### config.mk
export PLATFORM = sky130hd
export DESIGN_NAME = trng_vn_packer
export DESIGN_NICKNAME = d
export VERILOG_FILES = /design/src/rtl/trng_vn_packer.sv
export SDC_FILE = /design/constraint.sdc
export NUM_CORES = 1
export LEC_CHECK = 0
export ABC_AREA = 0
export BUFFER_PORTS_ARGS = -buffer_cell sky130_fd_sc_hd__buf_2
export CAP_MARGIN = 20
export CORE_MARGIN = 4
export CORE_UTILIZATION = 40
export CTS_BUF_LIST = sky130_fd_sc_hd__clkbuf_4 sky130_fd_sc_hd__clkbuf_8
export DETAILED_ROUTE_END_ITERATION = 8
export PLACE_DENSITY_LB_ADDON = 0.05
export SYNTH_ARGS = -nofsm -noshare
export SYNTH_HDL_FRONTEND = slang
export SYNTH_SLANG_ARGS = --single-unit
### constraint.sdc
create_clock -name clk -period 2.19 [get_ports clk]
set_clock_uncertainty 0.2 [all_clocks]
set_input_delay 0.219 -clock clk [delete_from_list [all_inputs] [get_ports clk]]
set_output_delay 0.219 -clock clk [all_outputs]
set_load 0.1 [all_outputs]
### src/rtl/trng_vn_packer.sv
// Von Neumann debiaser for a raw entropy bit stream. It packs the debiased bits
// LSB first into a word and pulses a byte-lane write strobe as each byte completes.
module trng_vn_packer #(
  parameter int WIDTH      = 32,
  parameter int BYTE_WIDTH = 8
) (
  input  logic             clk,
  input  logic             rst,
  input  logic             en,
  input  logic             raw_bit,
  input  logic             raw_valid,
  output logic [WIDTH-1:0] D,
  output logic [3:0]       we,
  output logic             word_ready,
  input  logic             word_ack,
  output logic [15:0]      discard_cnt
);

  localparam int CNT_W = $clog2(WIDTH);

  typedef enum logic {
    FIRST  = 1'b0,
    SECOND = 1'b1
  } state_t;

  state_t             state_q, state_d;
  logic               first_bit_q, first_bit_d;
  logic [WIDTH-1:0]   d_q, d_d;
  logic [CNT_W-1:0]   bit_cnt_q, bit_cnt_d;
  logic               word_ready_q, word_ready_d;
  logic [15:0]        discard_q, discard_d;
  logic [3:0]         we_q, we_d;

  logic               accept;
  logic               ack_take;
  logic               bit_valid;
  logic               bit_val;
  logic               pair_discard;

  // An acknowledge in the same cycle always wins; that raw sample is simply lost.
  assign accept   = raw_valid & en & ~word_ready_q & ~word_ack;
  assign ack_take = word_ack & word_ready_q;

  always_ff @(posedge clk) begin
    if (rst) begin
      state_q <= FIRST;
    end else begin
      state_q <= state_d;
    end
  end

  always_comb begin
    state_d = state_q;
    if (!en || word_ready_q) begin
      state_d = FIRST;
    end else if (accept) begin
      state_d = (state_q == FIRST) ? SECOND : FIRST;
    end
  end

  always_comb begin
    bit_valid    = 1'b0;
    bit_val      = first_bit_q;
    pair_discard = 1'b0;
    if (accept && state_q == SECOND) begin
      if (first_bit_q != raw_bit) begin
        bit_valid = 1'b1;
      end else begin
        pair_discard = 1'b1;
      end
    end
  end

  always_comb begin
    first_bit_d = first_bit_q;
    if (accept && state_q == FIRST) begin
      first_bit_d = raw_bit;
    end
  end

  always_comb begin
    d_d          = d_q;
    bit_cnt_d    = bit_cnt_q;
    word_ready_d = word_ready_q;
    if (ack_take) begin
      d_d          = '0;
      bit_cnt_d    = '0;
      word_ready_d = 1'b0;
    end else if (bit_valid) begin
      d_d[bit_cnt_q] = bit_val;
      bit_cnt_d      = bit_cnt_q + 1'b1;
      if (bit_cnt_q == CNT_W'(WIDTH - 1)) begin
        word_ready_d = 1'b1;
      end
    end
  end

  always_comb begin
    discard_d = discard_q;
    if (pair_discard && discard_q != 16'hFFFF) begin
      discard_d = discard_q + 16'd1;
    end
  end

  // A lane strobe fires on the edge that writes the top bit of that byte.
  for (genvar gi = 0; gi < 4; gi++) begin : g_lane_we
    assign we_d[gi] = bit_valid &&
                      (bit_cnt_q == CNT_W'(gi * BYTE_WIDTH + BYTE_WIDTH - 1));
  end

  always_ff @(posedge clk) begin
    if (rst) begin
      first_bit_q  <= 1'b0;
      d_q          <= '0;
      bit_cnt_q    <= '0;
      word_ready_q <= 1'b0;
      discard_q    <= '0;
      we_q         <= '0;
    end else begin
      first_bit_q  <= first_bit_d;
      d_q          <= d_d;
      bit_cnt_q    <= bit_cnt_d;
      word_ready_q <= word_ready_d;
      discard_q    <= discard_d;
      we_q         <= we_d;
    end
  end

  assign D           = d_q;
  assign we          = we_q;
  assign word_ready  = word_ready_q;
  assign discard_cnt = discard_q;

endmodule

**Word level (Yosys, flattened, before mapping)**

Index checks and enable logic that the tools add are counted.

- Add/sub/neg operators: 2
- Order comparisons: 2
- Equal/unequal tests: 6
- Mux-type cells: 8
- Bitwise logic cells: 7
- Reduce and logical (&&, ||, !) cells: 13

Operators with widths:

| operator | number |
|---|---|
| $bwmux W32 | 1 |
| $add A16 B1 Y16 const B | 1 |
| $ne A16 B16 Y1 const B | 1 |
| $eq A5 B5 Y1 const B | 2 |
| $logic_and A1 B1 Y1 | 8 |
| $lt A5 B6 Y1 const B | 1 |
| $mux W1 | 6 |
| $add A5 B1 Y5 const B | 1 |
| $demux W1 S5 | 1 |
| $eq A5 B3 Y1 const B | 1 |
| $eq A5 B4 Y1 const B | 1 |
| $ge A5 B1 Y1 const B | 1 |
| $and A1 B1 Y1 | 4 |
| $reduce_or A2 Y1 | 2 |
| $not A1 Y1 | 3 |
| $reduce_and A2 Y1 | 1 |
| $logic_not A1 Y1 | 1 |
| $logic_or A1 B1 Y1 | 1 |
| $ne A1 B1 Y1 | 1 |

- Register bits after elaboration: 60
- Input bits: 6

**Logic depth before layout (Yosys ltp)**

Gate-level depths: netlist of the first run.

- Depth in word-level cells: 6
- Gate-level depth with buffers: 7
- Gate-level depth less buffers: 6

**Worst setup path before layout of the first run**

No wires, ideal clock.

- Path kind: register to register
- From: register discard_q[0], in the netlist discard_cnt[0]
- To: register discard_q[14], in the netlist discard_cnt[14]
- Library setup time: 0.128 ns
- Arrival: 2.612 ns
- Data required time: 1.862 ns
- Slack: -0.750 ns
- Stages on the path, launching flop included: 7
- Path buffers: 0
- Clock period less this slack: 2.940 ns
- Cell sequence: dfxtp_1 ha_1 nand4_1 or4_2 nor4bb_1 xnor2_1 nor2_1

- Word-level cells in the longest chain between the ends: 2
- Elaborated cells between the ends (all ways): 3

Ends and longest elaborated chain:

| element | line | text |
|---|---|---|
| start: declaration | 31 | `logic [15:0] discard_q, discard_d;` |
| start signal: assignment | 124 | `discard_q <= discard_d;` |
| branches (longest 2 deep; another with $add A16 B1 Y16) | n/a |  |

Several ways; the timed one is not identified.
A chain may end at the register's enable or synchronous reset.

**Final worst setup path of the first run**

- From: register word_ready_q, in the netlist word_ready
- To: register discard_q[15], in the netlist discard_cnt[15]

- Word-level cells in the longest chain between the ends: 6

Ends and longest elaborated chain:

| element | line | text |
|---|---|---|
| start: declaration | 30 | `logic word_ready_q, word_ready_d;` |
| start signal: assignment | 123 | `word_ready_q <= word_ready_d;` |
| $not A1 Y1 | 41 | `assign accept = raw_valid & en & ~word_ready_q & ~word_ack;` |
| $and A1 B1 Y1 (2 in a row) | 41 |  |
| $logic_and A1 B1 Y1 | 65 | `if (accept && state_q == SECOND) begin` |
| $mux W1 | 65 |  |
| $logic_and A1 B1 Y1 | 100 | `if (pair_discard && discard_q != 16'hFFFF) begin` |

No other way between the ends.

==> results.json, run 1 <==
{
  "outcome": "finished with violations",
  "violations": "setup timing",
  "syn-cell-area_um2": 2560,
  "slew_violations": 0,
  "grt.total_usage": 0.169,
  "nets": 358,
  "syn_nets": 283,
  "io_pins": 59,
  "ff2ff_setup_slack_ns": -0.006,
  "fin_ws_ns": -0.00606,
  "placed_cell_area_um2": 3070,
  "area_growth_pct": 32.8,
  "worst_pin_slew_ns": 0.630,
  "hold-path-endpoint": "discard_cnt[3]$_SDFFE_PP0P_",
  "hold_violations": 0,
  "grt_pass1_vias": 2124,
  "coreArea_um2": 6060,
  "critical-path-top-delay-family": "simple AND/OR/NAND/NOR gates",
  "routed-via-count": 2250,
  "r2r-end": "discard_cnt[15]$_SDFFE_PP0P_",
  "reg2reg_depth": 5,
  "rows": 28,
  "ys_types": 35,
  "gp_congestion": 0.789,
  "drv_cap": 0,
  "crit_type": "reg -> reg",
  "syn_area_per_cell_um2": 9.50,
  "critical_path_required_ns": 2.21,
  "grt_max_degree": 33,
  "finalSetupViolCount": 1,
  "cp.arrival_ns": 2.22,
  "finalInstanceArea_um2": 3400,
  "cp_slowest_cell": "or4_4",
  "max-clock-path-buffers": 2,
  "timing.rr.start": "word_ready$_SDFFE_PP0P_",
  "wire_per_inst_um": 14.6,
  "period_minus_slack_ns": 2.20,
  "synth-main-ff-cell": "dfxtp_1",
  "grt_pass1_wl_mm": 10.2,
  "start_kind": "register",
  "insertion_delay_ns": 0.33,
  "firstDrtPassIters": 4,
  "buffer_ports.inserted": 58,
  "overflow": 0,
  "powerDensity_nw_per_um2": 704,
  "start_util": 0.423,
  "path_max_fanout": 4,
  "ys_seq_area_frac": 0.469,
  "path_buf_inv": 0,
  "rsz0062_at_grt": "yes",
  "min_from": "rst",
  "slew-limit-headroom": 0.577,
  "dpl.hpwl_mm": 4.34,
  "holdCritPathClass": "in -> reg",
  "drive_above_1_share": 0.366,
  "synthCells": 270,
  "numCtsBuffers": 9,
  "postRouteAntennaNets": 0,
  "cts_tree": "built",
  "n_fill_cell": 579,
  "slowest_delay_ns": 0.47,
  "yosys-top-cells-count": "dfxtp_1, o211ai_1, o31ai_1",
  "yosys-top-cells-area": "dfxtp_1, o211ai_1, o31ai_1, xnor2_1, nor2_1",
  "crit_chain": "nand4bb_4, or3_4, or4_4, nor3_4, mux2_4",
  "ys_ff_latch": 60,
  "period_share": 1.00,
  "cts.sinks": 60,
  "drt-total-wl_mm": 6.20,
  "avgViaCountPerCell": 5.29,
  "post-synth-top-count-cell": "dfxtp_1",
  "clkTransAtPathRegs_ns": 0.07,
  "root_buffer": "clkbuf_8",
  "power_leakage_nw": 1.38,
  "ctsHtreeMaxLevel": 3,
  "synth_edf_count": 0,
  "die_h_um": 88.1,
  "ys_warn_count": 0,
  "antenna_found_initial": 0,
  "yosysTopAreaCellShare": 0.469,
  "synthArstFlopShare": 0,
  "cp-end-kind": "register",
  "min_path_cells": 2,
  "setup-tns-final_ns": -0.00606,
  "die_w_um": 88.1,
  "dieArea_um2": 7750,
  "drc_errors": 0,
  "peakVddDrop_mv": 0.348,
  "synth_area_leader_cell": "dfxtp_1",
  "fmax_ghz": 0.455,
  "n_antenna_cell": 0,
  "drt_iter0_drc": 100
}
[sequential cells by signal, indices dropped and copies added, names as in the netlist]
signal	cells
discard_cnt	16
we	4
word_ready	1
D	32
bit_cnt_q	5
state_q	1
bit_val	1
[area by class of cell]
type                    count  area, um2  area share
repair buffers             82        479       0.141
well taps                  75       93.8      0.0276
flip-flops and latches     60       1230       0.361
inverters                   7       26.3     0.00772
multi-input cells         185       1320       0.388
clock inverters             4       95.1      0.0279
clock buffers              12        159      0.0467
[placed cells by master, fill, tap and decap left out, types with 2 or more instances in the layout]
cell and n:
inv_1 7, nor3_2 3, nor2_1 25, xor2_1 6, buf_4 21, dfxtp_4 3
nor3b_1 2, buf_2 58, or3_1 3, xnor2_1 11, a21oi_1 3, dfxtp_2 14
bufinv_16 3, nor3_1 5, nand2_1 11, or4_4 2, o211ai_1 32, nand3_1 13
o21ai_0 2, ha_1 7, and3b_1 2, o31ai_1 32, clkbuf_8 11, mux2i_1 3
dlygate4sd3_1 2, dfxtp_1 43, nand4_1 5
[where the power goes]
| group | internal (mW) | switching, mW | total, mW |
|---|---|---|---|
| Combinational | 0.0225 | 0.0365 | 0.0590 |
| Clock | 0.829 | 0.419 | 1.25 |
| Sequential | 1.09 | 0.00123 | 1.09 |
[logic make-up (layout without fill, tap and decap cells)]
group           count (synthesis)  in the layout  synth area share
simple gates                   85             85             0.180
compound gates                 72             72             0.205
flops                          60             60             0.469
buf+inv                        25            105            0.0376
xor+xnor                       17             17            0.0581
fa+ha+maj                       7              7            0.0342
mux                             4              4            0.0161
[layer usage]
layer / wire length (um) / GRT usage / up-vias
met5: 0 / 0 / -
met4: 95 / 0.0783 / 0
met3: 286 / 0.0348 / 8
met2: 2670 / 0.238 / 39
met1: 3140 / 0.247 / 1045
li1: - / - / 1158
[worst max path at each step]
stage,start,end,slack [ns],cells past startpoint
CTS,word_ready$_SDFFE_PP0P_,discard_cnt[15]$_SDFFE_PP0P_,-0.08,5
global route,word_ready$_SDFFE_PP0P_,discard_cnt[15]$_SDFFE_PP0P_,-0.06,5
finish,word_ready$_SDFFE_PP0P_,discard_cnt[15]$_SDFFE_PP0P_,-0.006,5
floorplan,word_ready$_SDFFE_PP0P_,discard_cnt[15]$_SDFFE_PP0P_,-0.28,6
detailed placement,word_ready$_SDFFE_PP0P_,discard_cnt[15]$_SDFFE_PP0P_,-0.07,5
global placement,word_ready$_SDFFE_PP0P_,discard_cnt[15]$_SDFFE_PP0P_,-0.02,5
[what timing repair did]
action | 4_1_cts | 5_1_grt
cloned | 0 | 0
hold buffers | 2 | 0
endpoints found under the setup margin | 2 | 20
endpoints found under the hold margin | 2 | 0
setup buffers | 0 | 4
pin swaps | 1 | 2
gates resized for setup | 2 | 5
[stage by stage]
| stage | worst slack (ns) | total power [mW] | hold slack [ns] | cells | util |
|---|---|---|---|---|---|
| floorplan | -0.282 | 1.15 | 0.166 | 270 | - |
| global placement | -0.0242 | 1.17 | 0.280 | 403 | 0.507 |
| detailed placement | -0.0669 | 1.17 | 0.284 | 403 | 0.507 |
| CTS | -0.0822 | 2.43 | 0.0385 | 421 | 0.554 |
| global route | -0.0580 | 2.48 | 0.0535 | 425 | 0.562 |
| finish | -0.00606 | 2.40 | 0.0414 | 425 | 0.562 |
(Power assumes the default switching activity.)
==> run 2: changes to the inputs <==
--- a/config.mk
+++ b/config.mk
@@ -8,6 +8,7 @@
 export ABC_AREA = 0
 export BUFFER_PORTS_ARGS = -buffer_cell sky130_fd_sc_hd__buf_2
 export CAP_MARGIN = 20
+export CORE_ASPECT_RATIO = 1.4
 export CORE_MARGIN = 4
 export CORE_UTILIZATION = 40
 export CTS_BUF_LIST = sky130_fd_sc_hd__clkbuf_4 sky130_fd_sc_hd__clkbuf_8
==> constraint.sdc (replaced) <==
create_clock -name clk -period 2.2 [get_ports clk]
set_clock_uncertainty 0.2 [all_clocks]
set_input_delay 0.44 -clock clk [delete_from_list [all_inputs] [get_ports clk]]
set_output_delay 0.44 -clock clk [all_outputs]
set_load 0.1 [all_outputs]
==> run 2 against run 1 <==
  * Global-route usage increased by 1.3 points
  * Critical endpoint unchanged
  * The run now ends clean
  * Critical path depth stayed put
  * Worst hold slack improved by 0.14 ns
==> results.json, run 2 (synthesis gave the netlist of run 1 again) <==
{
  "grt_pass1_vias": 2181,
  "holdCritPathClass": "in -> reg",
  "coreArea_um2": 6210,
  "peakVddDrop_mv": 0.421,
  "rsz0062_at_grt": "no",
  "area_growth_pct": 34.3,
  "buffer_ports.inserted": 58,
  "drt-total-wl_mm": 6.54,
  "crit_chain": "nand4bb_4, or3_4, or4_4, nor3_4, mux2_4",
  "root_buffer": "clkbuf_8",
  "dpl.hpwl_mm": 4.67,
  "final_common_cell": "buf_2",
  "use_met2": 0.304,
  "placed_cell_area_um2": 3150,
  "gp_congestion": 0.824,
  "path_max_fanout": 3,
  "final_util": 0.554,
  "wire_per_inst_um": 15.5,
  "rows": 34,
  "numCtsBuffers": 9,
  "period_share": 0.977,
  "start_util": 0.413,
  "slowest_delay_ns": 0.46,
  "postRouteAntennaNets": 0,
  "powerDensity_nw_per_um2": 696,
  "start_kind": "register",
  "grt_pass1_wl_mm": 10.7,
  "worst_pin_slew_ns": 0.504,
  "slew_violations": 0,
  "cp.arrival_ns": 2.17,
  "grt_max_degree": 33,
  "grt.total_usage": 0.182,
  "routed-via-count": 2320,
  "power_leakage_nw": 1.40,
  "drc_errors": 0,
  "place_ws_ns": -0.243,
  "slew-limit-headroom": 0.662,
  "cts_tree": "built",
  "fin_ws_ns": 0.0508,
  "firstDrtPassIters": 4,
  "io_pins": 59,
  "finalSetupViolCount": 0,
  "cts_hold_buf": 0,
  "drive_above_1_share": 0.368,
  "cp-end-kind": "register",
  "drt_iter0_drc": 89,
  "overflow": 0,
  "fmax_ghz": 0.465,
  "hold_violations": 0,
  "antenna_found_initial": 0,
  "max-clock-path-buffers": 2,
  "n_antenna_cell": 0,
  "most-common-layout-cells": "buf_2, dfxtp_1, o211ai_1, o31ai_1, nor2_1",
  "outcome": "completed",
  "cp_slowest_cell": "or4_4",
  "layoutNonFillerInstCount": 423,
  "dieArea_um2": 7770,
  "busiest_layer": "met2",
  "clkTransAtPathRegs_ns": 0.06,
  "finalInstanceArea_um2": 3440,
  "period_minus_slack_ns": 2.15,
  "avgViaCountPerCell": 5.48,
  "die_h_um": 103,
  "nets": 359,
  "place_inst": 405,
  "ctsHtreeMaxLevel": 3,
  "grtUsageMet1": 0.218,
  "use_met3": 0.0371,
  "insertion_delay_ns": 0.33,
  "die_w_um": 75.7,
  "crit_type": "reg -> reg",
  "critical_path_required_ns": 2.22,
  "drv_cap": 0,
  "cts.sinks": 60,
  "largest_reg_flops": 32
}
run 2: critical path: cells and delay by family (launching register included):
family | cells | cell delay (ns)
simple gates | 4 | 1.18
mux | 1 | 0.31
flops | 1 | 0.34
run 2: final timing paths:
path,start,to,slack (ns),cells after the start
worst min-delay path,raw_bit,bit_val$_SDFFE_PP0P_,0.18,3
worst max-delay path,word_ready$_SDFFE_PP0P_,discard_cnt[15]$_SDFFE_PP0P_,0.05,5
worst min register to register,D[15]$_SDFFE_PP0P_,D[15]$_SDFFE_PP0P_,0.30,2
worst max register to register,word_ready$_SDFFE_PP0P_,discard_cnt[15]$_SDFFE_PP0P_,0.05,5
run 2: power breakdown:
| part | switching, mW | total, mW | internal [mW] |
|---|---|---|---|
| combinational | 0.0367 | 0.0585 | 0.0218 |
| clock | 0.427 | 1.25 | 0.826 |
| sequential | 0.00107 | 1.08 | 1.08 |
| total | 0.465 | 2.40 | 1.93 |
run 2: cell type report:
class	count	area, um2
Inverter	7	26.3
Timing Repair Buffer	83	528
Multi-Input combinational cell	185	1310
Clock inverter	4	95.1
Tap cell	72	90.1
Clock buffer	12	159
Sequential cell	60	1230
Fill cell	597	2770
run 2: routing by layer:
| metal | up-vias | wire length [um] | part of all wire |
|---|---|---|---|
| met3 | 17 | 288 | 0.044 |
| met5 | - | 0 | 0 |
| met2 | 53 | 3310 | 0.51 |
| li1 | 1153 | - | - |
| met4 | 0 | 205 | 0.031 |
| met1 | 1097 | 2740 | 0.42 |
run 2: timing repair:
action / CTS / global route
pin swaps: 4 / 1
gates resized for setup: 3 / 1
endpoints found under the hold margin: 0 / 0
setup buffers: 2 / 0
setup endpoints to repair: 5 / 9
run 2: per-stage QoR:
stage | power (mW) | hold slack (ns) | setup TNS (ns)
6_report | 2.40 | 0.180 | 0
5_1_grt | 2.49 | 0.201 | 0
4_1_cts | 2.43 | 0.172 | -0.0580
3_5_place_dp | 1.17 | 0.285 | -0.966
3_3_place_gp | 1.17 | 0.272 | -0.917
2_1_floorplan | 1.14 | 0.303 | -0.854
